**src/rtl/fifo_sync_flags.sv**
```systemverilog
// Single-clock FIFO with occupancy count, programmable almost-full/almost-empty
// thresholds, standard or first-word-fall-through read mode, and error pulses.
module fifo_sync_flags #(
    parameter int unsigned WIDTH    = 32,
    parameter int unsigned DEPTH    = 16,
    parameter int unsigned FWFT     = 0,
    parameter int unsigned AF_LEVEL = DEPTH - 2,
    parameter int unsigned AE_LEVEL = 2
) (
    input  logic                     clk,
    input  logic                     rst_n,
    input  logic                     wr_en,
    input  logic [WIDTH-1:0]         data_in,
    input  logic                     rd_en,
    output logic [WIDTH-1:0]         data_out,
    output logic                     rd_valid,
    output logic                     full,
    output logic                     empty,
    output logic                     almost_full,
    output logic                     almost_empty,
    output logic [$clog2(DEPTH):0]   count,
    output logic                     overflow,
    output logic                     underflow
);

    localparam int unsigned PTR_W = $clog2(DEPTH);
    localparam int unsigned CNT_W = PTR_W + 1;

    // Reject illegal parameterisations at elaboration.
    if (WIDTH < 1) begin : g_bad_width
        $error("fifo_sync_flags: WIDTH must be >= 1");
    end
    if (DEPTH < 4 || (DEPTH & (DEPTH - 1)) != 0) begin : g_bad_depth
        $error("fifo_sync_flags: DEPTH must be a power of two >= 4");
    end
    if (FWFT > 1) begin : g_bad_fwft
        $error("fifo_sync_flags: FWFT must be 0 or 1");
    end
    if (AF_LEVEL < 1 || AF_LEVEL > DEPTH) begin : g_bad_af
        $error("fifo_sync_flags: AF_LEVEL must be in 1..DEPTH");
    end
    if (AE_LEVEL >= DEPTH) begin : g_bad_ae
        $error("fifo_sync_flags: AE_LEVEL must be in 0..DEPTH-1");
    end

    logic [WIDTH-1:0] mem_q [DEPTH];
    logic [PTR_W-1:0] wr_ptr_q, wr_ptr_d;
    logic [PTR_W-1:0] rd_ptr_q, rd_ptr_d;
    logic [CNT_W-1:0] count_q, count_d;
    logic [WIDTH-1:0] data_q, data_d;
    logic             rd_valid_q, rd_valid_d;
    logic             overflow_q, overflow_d;
    logic             underflow_q, underflow_d;
    logic             rd_acc_c, wr_acc_c;

    // Status flags decode directly from the occupancy register.
    assign empty        = (count_q == '0);
    assign full         = (count_q == CNT_W'(DEPTH));
    assign almost_full  = (count_q >= CNT_W'(AF_LEVEL));
    assign almost_empty = (count_q <= CNT_W'(AE_LEVEL));
    assign count        = count_q;
    assign overflow     = overflow_q;
    assign underflow    = underflow_q;

    // Accept decisions on pre-edge state; a read frees a slot for a write when full.
    always_comb begin
        rd_acc_c = rd_en && !empty;
        wr_acc_c = wr_en && (!full || rd_acc_c);
    end

    // Next-state for pointers, occupancy, read data and error pulses.
    always_comb begin
        wr_ptr_d    = wr_ptr_q;
        rd_ptr_d    = rd_ptr_q;
        count_d     = count_q;
        data_d      = data_q;
        rd_valid_d  = 1'b0;
        overflow_d  = wr_en && !wr_acc_c;
        underflow_d = rd_en && !rd_acc_c;

        if (wr_acc_c) begin
            wr_ptr_d = wr_ptr_q + PTR_W'(1);
        end
        if (rd_acc_c) begin
            rd_ptr_d   = rd_ptr_q + PTR_W'(1);
            data_d     = mem_q[rd_ptr_q];
            rd_valid_d = 1'b1;
        end
        case ({wr_acc_c, rd_acc_c})
            2'b10:   count_d = count_q + CNT_W'(1);
            2'b01:   count_d = count_q - CNT_W'(1);
            default: count_d = count_q;
        endcase
    end

    // State registers with synchronous active-low reset.
    always_ff @(posedge clk) begin
        if (!rst_n) begin
            wr_ptr_q    <= '0;
            rd_ptr_q    <= '0;
            count_q     <= '0;
            data_q      <= '0;
            rd_valid_q  <= 1'b0;
            overflow_q  <= 1'b0;
            underflow_q <= 1'b0;
        end else begin
            wr_ptr_q    <= wr_ptr_d;
            rd_ptr_q    <= rd_ptr_d;
            count_q     <= count_d;
            data_q      <= data_d;
            rd_valid_q  <= rd_valid_d;
            overflow_q  <= overflow_d;
            underflow_q <= underflow_d;
        end
    end

    // Storage array; not reset, and writes are suppressed during reset.
    always_ff @(posedge clk) begin
        if (rst_n && wr_acc_c) begin
            mem_q[wr_ptr_q] <= data_in;
        end
    end

    // Read-port presentation: head word shown live in FWFT, registered otherwise.
    if (FWFT != 0) begin : g_fwft
        assign data_out = empty ? '0 : mem_q[rd_ptr_q];
        assign rd_valid = !empty;
    end else begin : g_std
        assign data_out = data_q;
        assign rd_valid = rd_valid_q;
    end

endmodule

```
**config.mk**
```make
export PLATFORM = sky130hd
export DESIGN_NAME = fifo_sync_flags
export DESIGN_NICKNAME = d
export VERILOG_FILES = /design/src/rtl/fifo_sync_flags.sv
export SDC_FILE = /design/constraint.sdc
export NUM_CORES = 1
export LEC_CHECK = 0
export ABC_AREA = 0
export BUFFER_PORTS_ARGS = -buffer_cell sky130_fd_sc_hd__clkbuf_2
export CAP_MARGIN = 10
export CORE_MARGIN = 4
export CORE_UTILIZATION = 50
export CTS_BUF_LIST = sky130_fd_sc_hd__clkbuf_16
export DETAILED_ROUTE_END_ITERATION = 6
export PLACE_DENSITY = 0.67
export RECOVER_POWER = 50
export SLEW_MARGIN = 20
export SYNTH_ARGS = -nofsm -noshare
export SYNTH_HDL_FRONTEND = slang
export SYNTH_SLANG_ARGS = --single-unit
```
**constraint.sdc**
```tcl
create_clock -name clk -period 4.68 [get_ports clk]
set_input_delay 0.234 -clock clk [delete_from_list [all_inputs] [get_ports clk]]
set_output_delay 0.234 -clock clk [all_outputs]
set_load 0.01 [all_outputs]
```
## Word-level counts from Yosys, hierarchy flattened

Memories as Yosys holds them, arrays and structs flattened. A register that Yosys moved wholly into a read port is not among the register bits.
Index checks and enable logic that the tools add are counted.

| operators by class | value |
|---|---|
| add/sub/neg operators | 4 |
| $mul | 0 |
| div/mod/pow operators | 0 |
| order comparisons | 2 |
| eq/ne operators | 3 |
| shift-type cells | 0 |
| mux-type cells | 4 |
| bitwise logic cells | 0 |
| reduce and logical (&&, ||, !) cells | 13 |

Operators by type and width:

| cell | count |
|---|---|
| $pmux 5 s2 | 1 |
| $add 4x1->4 const B | 2 |
| $add 5x1->5 const B | 1 |
| $eq 5x5->1 const B | 1 |
| $ge 5x4->1 const B | 1 |
| $le 5x2->1 const B | 1 |
| $logic_and 1x1->1 | 5 |
| $logic_not 1->1 | 5 |
| $logic_not 5->1 | 1 |
| $sub 5x1->5 const B | 1 |
| $mux 1 | 3 |
| $eq 2x1->1 const B | 1 |
| $eq 2x2->1 const B | 1 |
| $reduce_bool 2->1 | 1 |
| $logic_or 1x1->1 | 1 |

| storage, ports and cells | value |
|---|---|
| bits in registers | 16 |
| latch bits | 0 |
| memory bits (writable) | 512 |
| bits in read-only memories | 0 |
| input bits | 36 |
| output and inout port bits | 44 |
| logic and storage cells | 33 |
| memories kept | 1 |

Memory list:

| name | words | width | rd ports | clocked after Yosys merged registers in | wr ports | line | text |
|---|---|---|---|---|---|---|---|
| mem_q | 16 | 32 | 1 | 1 | 1 | 46 | `logic [WIDTH-1:0] mem_q [DEPTH];` |

## Longest topological paths before layout

| logic depth | value |
|---|---|
| word-level depth | 8 |
| gate-level depth with buffers | 8 |
| mapped depth without buffers | 7 |

## Worst setup path after synthesis

No wires, ideal clock.

| timing path | value |
|---|---|
| path type | flip-flop to flip-flop |
| start | register count_q[1], in the netlist count[1] |
| end | memory mem_q[0][0], enable pin |
| data arrival time | 3.290 ns |
| required time | 4.219 ns |
| setup slack | 0.929 ns |
| cell stages (with the launch flop) | 6 |
| cell sequence | dfxtp_1 -> or4_1 -> buf_4 -> o21ba_2 -> nand2_1 -> nor3_1 |

| on the way | value |
|---|---|
| word-level cells in the longest chain between the ends | 8 |
| elaborated cells between the ends (all ways) | 10 |
| classes of those cells | eq/ne (1); mux (2); reduce/logical (7) |

Ends and longest elaborated chain:

| what | line | text |
|---|---|---|
| start, declared | 49 | `logic [CNT_W-1:0] count_q, count_d;` |
| start signal, assigned | 109 | `count_q <= count_d;` |
| $logic_not 5->1 | 57 | `assign empty = (count_q == '0);` |
| $logic_not 1->1 | 67 | `rd_acc_c = rd_en && !empty;` |
| $logic_and 1x1->1 | 67 |  |
| $logic_or 1x1->1 * | 68 | `wr_acc_c = wr_en && (!full \|\| rd_acc_c);` |
| $logic_and 1x1->1 * | 68 |  |
| $logic_and 1x1->1 * | 119 | `if (rst_n && wr_acc_c) begin` |
| $mux 1 * | 119 |  |
| $mux 1 (implied by the code) * | 120 | `mem_q[wr_ptr_q] <= data_in;` |
| end, declared | 46 |  |

Mark *: on every way between the ends. The rest lies on a longest branch, timed or not.

## Final worst setup path

| timing path | value |
|---|---|
| start | register count_q[0], in the netlist count[0] |
| end | register data_q[11], in the netlist data_out[11] (read register of mem_q) |

| on the way | value |
|---|---|
| word-level cells in the longest chain between the ends | 3 |

Ends and longest elaborated chain:

| what | line | text |
|---|---|---|
| $logic_not 5->1 | 57 |  |
| $logic_not 1->1 | 67 |  |
| $logic_and 1x1->1 | 67 |  |
| end, declared | 50 | `logic [WIDTH-1:0] data_q, data_d;` |

No other way between the ends.
A chain may end at the register's enable or synchronous reset.

==> flow_metrics.env <==
export IMPL_gp_congestion=0.770
export IMPL_maxSlewViolCount=0
export IMPL_grt_overflow_total=0
export IMPL_path_cells="or4_1, o21ai_4, buf_4, or3_2, o221ai_1"
export IMPL_fillerInstances=3083
export IMPL_power_frac_seq_pct=49.3
export IMPL_coreArea_um2=42200
export IMPL_drive_gt1_share_pct=25.8
export IMPL_synth_cells=981
export IMPL_worst_pin_slew_ns=1.09
export IMPL_dieHeight_um=215
export IMPL_min_period_ns=3.23
export IMPL_grtUsageTotal_pct=18.4
export IMPL_intPower_mw=8.91
export IMPL_viasPerCell=5.97
export IMPL_setup_viol_count_final=0
export IMPL_relSlewSlack_pct=27.3
export IMPL_crit_type="reg -> reg"
export IMPL_final_common_cell="edfxtp_1"
export IMPL_hold_path_class="in -> reg"
export IMPL_htree_levels=2
export IMPL_synth_edff_count=512
export IMPL_vias=9983
export IMPL_min_from="rd_en"
export IMPL_synth_avg_cell_area_um2=21.9
export IMPL_multiInputGateArea_um2=4950
export IMPL_worstHoldPathCells=2
export IMPL_endpoint_kind="register"
export IMPL_dp_cells=1566
export IMPL_synthArstFlopShare_pct=0
export IMPL_leakage_nw=7.45
export IMPL_drtAntennaViolNets=0
export IMPL_synthFlopType="edfxtp_1"
export IMPL_p_clk_share_pct=35.0
export IMPL_place_area_um2=22700
export IMPL_first_global_vias=10500
export IMPL_max_cap_violations=0
export IMPL_rows=75
export IMPL_clk_insertion_delay_late_ns=0.59
export IMPL_rsz0062_at_grt="no"
export IMPL_crit_required_ns=5.10
export IMPL_status="completed"
export IMPL_clock_sinks=560
export IMPL_yosysWarnings=0
export IMPL_place_hpwl_um=24500
export IMPL_layout_common_cells="edfxtp_1, mux4_2, clkbuf_1, mux2i_1, clkbuf_16"
export IMPL_clock_skew_ns=0.0147
export IMPL_die_area_um2=46400
export IMPL_port_buffers=79
export IMPL_max_freq_mhz=309
export IMPL_finalSetupTns_ns=0
export IMPL_r2r_start="count[0]$_SDFFE_PN0P_"
export IMPL_synth_cell_types=41
export IMPL_vdd_drop_max_v=0.000260
export IMPL_cts_tree="done"
export IMPL_wl_per_cell_um=25.1
export IMPL_cts_inserted_buffers=55
export IMPL_arrival_ns=3.65
export IMPL_io_pins=80
export IMPL_first_iter_violations=872
export IMPL_finalHoldViolCount=0
export IMPL_swShare_pct=25.4
export IMPL_fin_nets=1133
export IMPL_ys_seq_area_share_pct=75.9
export IMPL_cp_max_fo=40
export IMPL_cts_resized=0
export IMPL_start_kind="register"
export IMPL_rr_worst_depth=5
export IMPL_grt_max_degree=62
export IMPL_worstReg2RegEnd="data_out[11]$_SDFFE_PN0P_"
export IMPL_die_x_um=215
export IMPL_seqCellArea_um2=16300
export IMPL_instances_no_fill=1672
export IMPL_p_comb_share_pct=15.7
export IMPL_hold_path_end="underflow$_SDFF_PN0_"
export IMPL_drc=0
export IMPL_area_growth_syn_to_layout_pct=13.3
export IMPL_reg2reg_slack_ns=1.45
export IMPL_ys_ff_latch=560
export IMPL_switchingPower_mw=3.04
export IMPL_clockBufferDepth=3
export IMPL_cpMaxStageDelayCell="or3_2"
export IMPL_fin_crit_sh_pct=69.0
export IMPL_power_density_nw_per_um2=490
export IMPL_final_cell_area_um2=24400
export IMPL_cts_root_buffer="clkbuf_16"
export IMPL_synthesis_area_um2=21500
export IMPL_wl_um=42000
export IMPL_grt_pass1_wl_um=65200
export IMPL_crit_path_max_incr_delay_ns=0.95
export IMPL_syn_nets=1026
export IMPL_cts_clk_slew_worst_paths_ns=0.06
export IMPL_antenna_found_initial=1
export IMPL_first_pass_iters=5
export IMPL_initial_core_util_pct=50.9
-- sequential cells by signal, indices dropped and copies added, names as in the netlist --
register / flops
wr_ptr_q: 4
count: 5
rd_valid: 1
overflow: 1
rd_ptr_q: 4
data_out: 32
mem_q: 512
underflow: 1
-- cell families (layout without fill, tap and decap cells) --
group	after synthesis	in the layout	synth area share [%]
AO/OA/AOI/OAI	53	53	3.01
XOR/XNOR	4	4	0.163
adder cells (fa/ha/maj)	9	9	0.558
buffers and inverters	63	214	1.55
flip-flops	560	560	75.9
multiplexers	200	200	16.8
other	0	1	0
AND/OR/NAND/NOR	92	92	2.02
-- cell usage after synthesis, types with 4 or more instances --
master / n / share of area (%)
o21a_1: 4 / 0.14
buf_1: 8 / 0.14
nor2_1: 21 / 0.37
buf_2: 18 / 0.42
clkbuf_1: 21 / 0.37
a21oi_1: 4 / 0.093
dfxtp_1: 48 / 4.5
nor3_1: 8 / 0.19
buf_4: 5 / 0.17
mux2i_1: 72 / 3.4
nand2_1: 14 / 0.24
edfxtp_1: 512 / 71
ha_1: 8 / 0.47
o221ai_2: 30 / 2.1
nand3_1: 36 / 0.84
mux4_2: 128 / 13
nand2b_1: 6 / 0.17
inv_1: 4 / 0.070
-- what timing repair did --
item	CTS	global route
hold buffers	1	0
setup buffers	0	0
hold endpoints to repair	1	0
-- per-layer routing --
| metal | part of all wire [%] | vias up | global-route usage [%] | wire length [um] |
|---|---|---|---|---|
| met3 | 5.3 | 59 | 3.16 | 2240 |
| met5 | 0 | - | 0 | 0 |
| li1 | - | 4344 | - | - |
| met1 | 44 | 5305 | 26.4 | 18400 |
| met4 | 2.0 | 0 | 5.09 | 831 |
| met2 | 49 | 275 | 29.7 | 20500 |
-- critical path, delay by kind of cell (launching register included) --
kind / cells / cell delay, ns
compound gates: 2 / 0.46
buf+inv: 1 / 0.47
simple gates: 2 / 1.73
flops: 1 / 0.38
-- area by class of cell --
class / count / share of cell area [%]
timing repair buffer: 108 / 2.76
sequential: 560 / 67.0
multi-input combinational: 358 / 20.3
clock inverter: 45 / 1.30
tap: 539 / 2.77
inverter: 5 / 0.0770
clock buffer: 56 / 5.75
antenna: 1 / 0.0103
-- power by group through the flow --
| stage | Clock [mW] | Sequential [mW] | Combinational, mW |
|---|---|---|---|
| after floorplan | 0 | 5.87 | 1.51 |
| after global placement | 0 | 6.01 | 1.92 |
| after detailed placement | 0 | 6.01 | 1.94 |
| after CTS | 4.27 | 5.91 | 1.95 |
| after global routing | 4.48 | 5.93 | 2.04 |
| final | 4.18 | 5.90 | 1.87 |
-- worst max-delay path by stage --
stage	depth (start not counted)	start	slack, ns	end
2_1_floorplan	5	count[1]$_SDFFE_PN0P_	0.93	mem_q[0][0]$_DFFE_PP_
3_3_place_gp	5	count[0]$_SDFFE_PN0P_	1.48	data_out[11]$_SDFFE_PN0P_
3_5_place_dp	5	count[0]$_SDFFE_PN0P_	1.44	data_out[11]$_SDFFE_PN0P_
4_1_cts	5	count[0]$_SDFFE_PN0P_	1.43	data_out[11]$_SDFFE_PN0P_
5_1_grt	5	count[0]$_SDFFE_PN0P_	1.28	data_out[11]$_SDFFE_PN0P_
6_report	5	count[0]$_SDFFE_PN0P_	1.45	data_out[11]$_SDFFE_PN0P_
-- through the flow --
step / setup WS (ns) / util [%] / power (mW) / hold slack [ns]
after global placement: 1.48 / 53.4 / 7.93 / 0.515
after floorplan: 0.929 / - / 7.38 / 0.333
final: 1.45 / 57.7 / 12.0 / 0.0743
after detailed placement: 1.44 / 53.7 / 7.95 / 0.503
after global routing: 1.28 / 57.7 / 12.5 / 0.0721
after CTS: 1.43 / 57.8 / 12.1 / 0.0304
Note: power is estimated with default switching activity, not from simulation.
